## src/rtl/gerador_borda_pkg.sv

```systemverilog
// Shared types and helpers for the gerador_borda edge generator.
// FSM state encoding plus the timer-width helper used to size per-channel timers.
package gerador_borda_pkg;

    typedef enum logic [1:0] {
        ST_IDLE = 2'd0,
        ST_HIGH = 2'd1,
        ST_LOW  = 2'd2
    } estado_t;

    // Timer must hold max(HIGH_CYC, LOW_CYC)-1; one spare bit keeps it safe for powers of two.
    function automatic int unsigned timer_w(input int unsigned high_cyc,
                                            input int unsigned low_cyc);
        int unsigned m;
        m = (high_cyc > low_cyc) ? high_cyc : low_cyc;
        return $clog2(m) + 1;
    endfunction

endpackage

```

## src/rtl/gerador_borda_if.sv

```systemverilog
// Request/level bundle between a requester and gerador_borda.
// master drives pulso; slave (the generator) drives saida, ocupado and overflow.
interface gerador_borda_if #(
    parameter int unsigned WIDTH = 2
);
    logic [WIDTH-1:0] pulso;
    logic [WIDTH-1:0] saida;
    logic [WIDTH-1:0] ocupado;
    logic [WIDTH-1:0] overflow;

    modport master (output pulso, input saida, ocupado, overflow);
    modport slave  (input pulso, output saida, ocupado, overflow);
endinterface

```

## src/rtl/gerador_borda_canal.sv

```systemverilog
// One edge-generator channel: IDLE/HIGH/LOW FSM, reload timer, saturating pending counter.
// GERADOR_BORDA_STICKY_OVF_EN: overflow holds until reset; otherwise one pulse per drop.
module gerador_borda_canal
    import gerador_borda_pkg::*;
#(
    parameter int unsigned HIGH_CYC = 1,
    parameter int unsigned LOW_CYC  = 1,
    parameter int unsigned CNT_W    = 2
) (
    input  logic clk,
    input  logic rst,
    input  logic pulso,
    output logic saida,
    output logic ocupado,
    output logic overflow
);
    localparam int unsigned TW = timer_w(HIGH_CYC, LOW_CYC);

    estado_t          estado, estado_nx;
    logic [TW-1:0]    timer, timer_nx;
    logic [CNT_W-1:0] pend, pend_nx;
    logic             ovf, ovf_nx;

    logic pend_nz, pend_max, fim_low, start, consome, direto, descarta, aceita;

    always_ff @(posedge clk or negedge rst) begin
        if (!rst) begin
            estado <= ST_IDLE;
            timer  <= '0;
            pend   <= '0;
            ovf    <= 1'b0;
        end else begin
            estado <= estado_nx;
            timer  <= timer_nx;
            pend   <= pend_nx;
            ovf    <= ovf_nx;
        end
    end

    always_comb begin
        pend_nz  = (pend != '0);
        pend_max = (pend == '1);
        fim_low  = (estado == ST_LOW) && (timer == '0);
        start    = ((estado == ST_IDLE) || fim_low) && (pulso || pend_nz);
        consome  = start && pend_nz;
        // A start with nothing queued uses the live pulse, so it never enters the counter.
        direto   = start && !pend_nz;
        descarta = pulso && pend_max && !consome;
        aceita   = pulso && !direto && !descarta;

        pend_nx = pend;
        unique case ({aceita, consome})
            2'b10:   pend_nx = pend + CNT_W'(1);
            2'b01:   pend_nx = pend - CNT_W'(1);
            default: pend_nx = pend;
        endcase

        estado_nx = estado;
        timer_nx  = timer;
        case (estado)
            ST_IDLE: begin
                if (start) begin
                    estado_nx = ST_HIGH;
                    timer_nx  = TW'(HIGH_CYC - 1);
                end
            end
            ST_HIGH: begin
                if (timer == '0) begin
                    estado_nx = ST_LOW;
                    timer_nx  = TW'(LOW_CYC - 1);
                end else begin
                    timer_nx = timer - TW'(1);
                end
            end
            ST_LOW: begin
                if (timer != '0) begin
                    timer_nx = timer - TW'(1);
                end else if (start) begin
                    estado_nx = ST_HIGH;
                    timer_nx  = TW'(HIGH_CYC - 1);
                end else begin
                    estado_nx = ST_IDLE;
                    timer_nx  = '0;
                end
            end
            default: begin
                estado_nx = ST_IDLE;
                timer_nx  = '0;
            end
        endcase

`ifdef GERADOR_BORDA_STICKY_OVF_EN
        ovf_nx = ovf | descarta;
`else
        ovf_nx = descarta;
`endif
    end

    always_comb begin
        saida    = (estado == ST_HIGH);
        ocupado  = (estado != ST_IDLE) || (pend != '0);
        overflow = ovf;
    end

endmodule

```

## src/rtl/gerador_borda.sv

```systemverilog
// Edge generator top: WIDTH independent gerador_borda_canal channels behind gerador_borda_if.
// GERADOR_BORDA_STICKY_OVF_EN selects sticky overflow flags (see gerador_borda_canal).
module gerador_borda
    import gerador_borda_pkg::*;
#(
    parameter int unsigned WIDTH    = 2,
    parameter int unsigned HIGH_CYC = 1,
    parameter int unsigned LOW_CYC  = 1,
    parameter int unsigned CNT_W    = 2
) (
    input logic             clk,
    input logic             rst,
    gerador_borda_if.slave  bus
);
    logic [WIDTH-1:0] saida_v, ocupado_v, overflow_v;

    for (genvar i = 0; i < WIDTH; i++) begin : g_canal
        gerador_borda_canal #(
            .HIGH_CYC (HIGH_CYC),
            .LOW_CYC  (LOW_CYC),
            .CNT_W    (CNT_W)
        ) u_canal (
            .clk      (clk),
            .rst      (rst),
            .pulso    (bus.pulso[i]),
            .saida    (saida_v[i]),
            .ocupado  (ocupado_v[i]),
            .overflow (overflow_v[i])
        );
    end

    assign bus.saida    = saida_v;
    assign bus.ocupado  = ocupado_v;
    assign bus.overflow = overflow_v;

endmodule

```

## src/flat_wrapper.sv

```systemverilog
// flat-port wrapper written by rule: the top's interface ports become plain ports
module gerador_borda_flat import gerador_borda_pkg::*;
#(
    parameter int unsigned WIDTH    = 2,
    parameter int unsigned HIGH_CYC = 1,
    parameter int unsigned LOW_CYC  = 1,
    parameter int unsigned CNT_W    = 2
)
  (clk, rst, bus_pulso, bus_saida, bus_ocupado, bus_overflow);
  gerador_borda_if #(.WIDTH(WIDTH)) bus_i ();
  input logic clk;
  input logic rst;
  input wire logic [$bits(bus_i.pulso)-1:0] bus_pulso;
  output wire logic [$bits(bus_i.saida)-1:0] bus_saida;
  output wire logic [$bits(bus_i.ocupado)-1:0] bus_ocupado;
  output wire logic [$bits(bus_i.overflow)-1:0] bus_overflow;
  assign bus_i.pulso = bus_pulso;
  assign bus_saida = bus_i.saida;
  assign bus_ocupado = bus_i.ocupado;
  assign bus_overflow = bus_i.overflow;
  gerador_borda #(.WIDTH(WIDTH), .HIGH_CYC(HIGH_CYC), .LOW_CYC(LOW_CYC), .CNT_W(CNT_W)) u_core (.clk(clk), .rst(rst), .bus(bus_i));
endmodule
```

## config.mk

```make
export PLATFORM = sky130hd
export DESIGN_NAME = gerador_borda_flat
export DESIGN_NICKNAME = d
export VERILOG_FILES = /design/src/rtl/gerador_borda_pkg.sv /design/src/rtl/gerador_borda_if.sv /design/src/rtl/gerador_borda_canal.sv /design/src/rtl/gerador_borda.sv /design/src/flat_wrapper.sv
export SDC_FILE = /design/constraint.sdc
export NUM_CORES = 1
export LEC_CHECK = 0
export ABC_AREA = 1
export CAP_MARGIN = 20
export CORE_AREA = 2 2 39 41
export CTS_BUF_LIST = sky130_fd_sc_hd__clkbuf_4
export CTS_CLUSTER_SIZE = 28
export DETAILED_ROUTE_END_ITERATION = 10
export DIE_AREA = 0 0 41 43
export SYNTH_ARGS = -nofsm -noshare
export SYNTH_HDL_FRONTEND = slang
export SYNTH_SLANG_ARGS = --single-unit
export TNS_END_PERCENT = 1
```

## constraint.sdc

```tcl
create_clock -name clk -period 0.9 [get_ports clk]
set_input_delay 0.225 -clock clk [delete_from_list [all_inputs] [get_ports clk]]
set_output_delay 0.225 -clock clk [all_outputs]
set_load 0.1 [all_outputs]
```

==> flow_summary.json <==
{
  "grtUsageTotal_pct": 15.17,
  "antennaDiodeCount": 0,
  "synth-edff-count": 0,
  "syn_nets": 66,
  "max_stage_delay_ns": 0.40,
  "criticalPathCategory": "reg2out",
  "cts_buffer_depth": 2,
  "grt_max_degree": 11,
  "drtPass1Iterations": 4,
  "ys_seq_elements": 10,
  "ant_nets": 0,
  "drive_gt1_share_pct": 55.17,
  "synth_cells": 62,
  "critPathArrivalTime_ns": 1.08,
  "critPathLaunchType": "flop",
  "ys_async_sr_fraction_pct": 100.0,
  "finalSetupViolations": 11,
  "worstSkewPairLatency_ns": 0.26,
  "routed_wl_um": 1230,
  "yosys.area.top_type_share_pct": 52.08,
  "dieArea_um2": 1763,
  "drc_errors": 0,
  "crit_chain": "nor2_2, nand2_2, buf_12",
  "ys_types": 10,
  "place.gp.congestion": 0.8431,
  "post_drt_wl_per_cell_um": 11.94,
  "synth_top_cell_by_area": "dfrtp_1",
  "slew_violations": 0,
  "finalCritPeriodShare_pct": 144.8,
  "slew_headroom_pct": 87.24,
  "post-route-util_pct": 61.21,
  "fin_skew_ns": 0.003928,
  "initial_core_util_pct": 34.72,
  "cp-end-kind": "output port",
  "violations": "setup timing",
  "syn_area_um2": 480.5,
  "ys_top_cells_by_area": "dfrtp_1 (52%), nand2_1 (13%), buf_4 (9.4%)",
  "cts_tree": "done",
  "die_y_um": 43,
  "viasPerCell": 4.680,
  "hold_violations": 0,
  "cp_slowest_cell": "dfrtp_1",
  "outcome": "finished with violations",
  "die_width_um": 41,
  "core_area_um2": 1384,
  "antenna_found_initial": 0,
  "cts.clk_slew.worst_paths_ns": 0.07,
  "ios": 10,
  "htreeDepth": 1,
  "rows": 14,
  "finalCriticalPeriod_ns": 1.303,
  "vias": 482,
  "worst_slew_pin_slew_ns": 0.1908,
  "synth_flop_cell": "dfrtp_1",
  "setup_tns_ns": -2.359,
  "nNetsFinal": 92,
  "synth-seq-area-share_pct": 52.08,
  "drt_iter0_markers": 15,
  "dp_hpwl_um": 653.6,
  "hold_path.class": "in2async",
  "placed_cells": 91,
  "fin_ws_ns": -0.4030,
  "syn2layout_area_growth_pct": 76.30,
  "io_buffers": 9,
  "crit_path_max_fanout": 2,
  "root_buffer": "clkbuf_4",
  "syn_area_per_cell_um2": 7.749,
  "cts_made_buffers": 3,
  "grt_pass1_wl_um": 1780,
  "yosysMostFrequentCell": "nand2_1",
  "grt_pass1_vias": 434,
  "fmax_mhz": 767.5,
  "overflow": 0,
  "design_area_um2": 847.1,
  "rsz0062_at_grt": "true",
  "dpl_cell_area_um2": 695.7,
  "yosysWarnings": 0,
  "layout.cells.non_filler": 103,
  "cp.required_ns": 0.67,
  "maxCapViolCount": 0,
  "cts_num_sinks": 10,
  "yosys-top-cells-count": "nand2_1 (16), nor2_1 (12), dfrtp_1 (10)"
}
## placed cells by master, fill, tap and decap left out, types with 4 or more instances in the layout
cell / count
buf_6: 4
inv_2: 5
nand2_1: 10
dfrtp_1: 10
buf_4: 13
inv_1: 4
buf_12: 7
nor2_2: 5
nor2_1: 7
nand2_2: 7
## path summary, 6_finish.rpt
path | start | to | slack [ns] | depth (start not counted)
setup / recovery | u_core.g_canal[0].u_canal.pend[0] | bus_ocupado[0] | -0.40 | 3
hold / removal | rst | u_core.g_canal[0].u_canal.overflow | 0.29 | 2
setup reg to reg | u_core.g_canal[0].u_canal.pend[0] | u_core.g_canal[0].u_canal.estado[0] | -0.30 | 7
hold reg to reg | u_core.g_canal[1].u_canal.estado[1] | u_core.g_canal[1].u_canal.estado[1] | 0.48 | 1
max in group asynchronous | rst | u_core.g_canal[1].u_canal.overflow | 0.50 | 2
min in group clk | u_core.g_canal[1].u_canal.estado[1] | u_core.g_canal[1].u_canal.estado[1] | 0.48 | 1
## flip-flops by register name (all words and copies together) (netlist names)
| register | cells |
|---|---|
| u_core.g_canal.u_canal.pend | 4 |
| u_core.g_canal.u_canal.estado | 4 |
| u_core.g_canal.u_canal.overflow | 2 |
## timing repair
item	4_1_cts	5_1_grt
gates resized for setup	15	10
pin swaps	5	1
buffers inserted	6	2
hold buffers	0	0
endpoints found under the setup margin	10	12
## metal layers
metal,wire [µm],GRT usage [%],vias to the layer above
met5,0,0,-
met4,23,4.667,0
met3,51,3.141,5
met2,683,23.44,16
met1,472,20.54,228
li1,-,-,233
## metrics by stage
step	hold slack, ns	worst slack (ns)
floorplan	-0.07059	-0.1248
global placement	0.4429	-0.2676
detailed placement	0.4491	-0.2989
CTS	0.2819	-0.3754
global route	0.2818	-0.4565
finish	0.2883	-0.4030
## kinds of logic after synthesis
| group | after synthesis | share of synthesized area [%] |
|---|---|---|
| flops | 10 | 52.08 |
| simple gates | 33 | 27.34 |
| compound gates | 4 | 4.167 |
| buf+inv | 15 | 16.41 |
## worst max-delay path, delay by kind of cell (launching register included)
kind	cells	cell delay (ns)
AND/OR/NAND/NOR	2	0.25
buffers and inverters	1	0.17
flip-flops	1	0.40
## area by class of cell
cell class | count | area, µm²
multi-input combinational | 37 | 203.9
timing repair buffer | 27 | 312.8
inverter | 9 | 33.78
fill | 107 | 536.8
clock buffer | 3 | 22.52
clock inverter | 1 | 3.754
tap | 16 | 20.02
sequential | 10 | 250.2
Power is left out: the tool's default activity adds up to more than one toggle a clock period on the data nets, which glitch-free logic cannot reach.
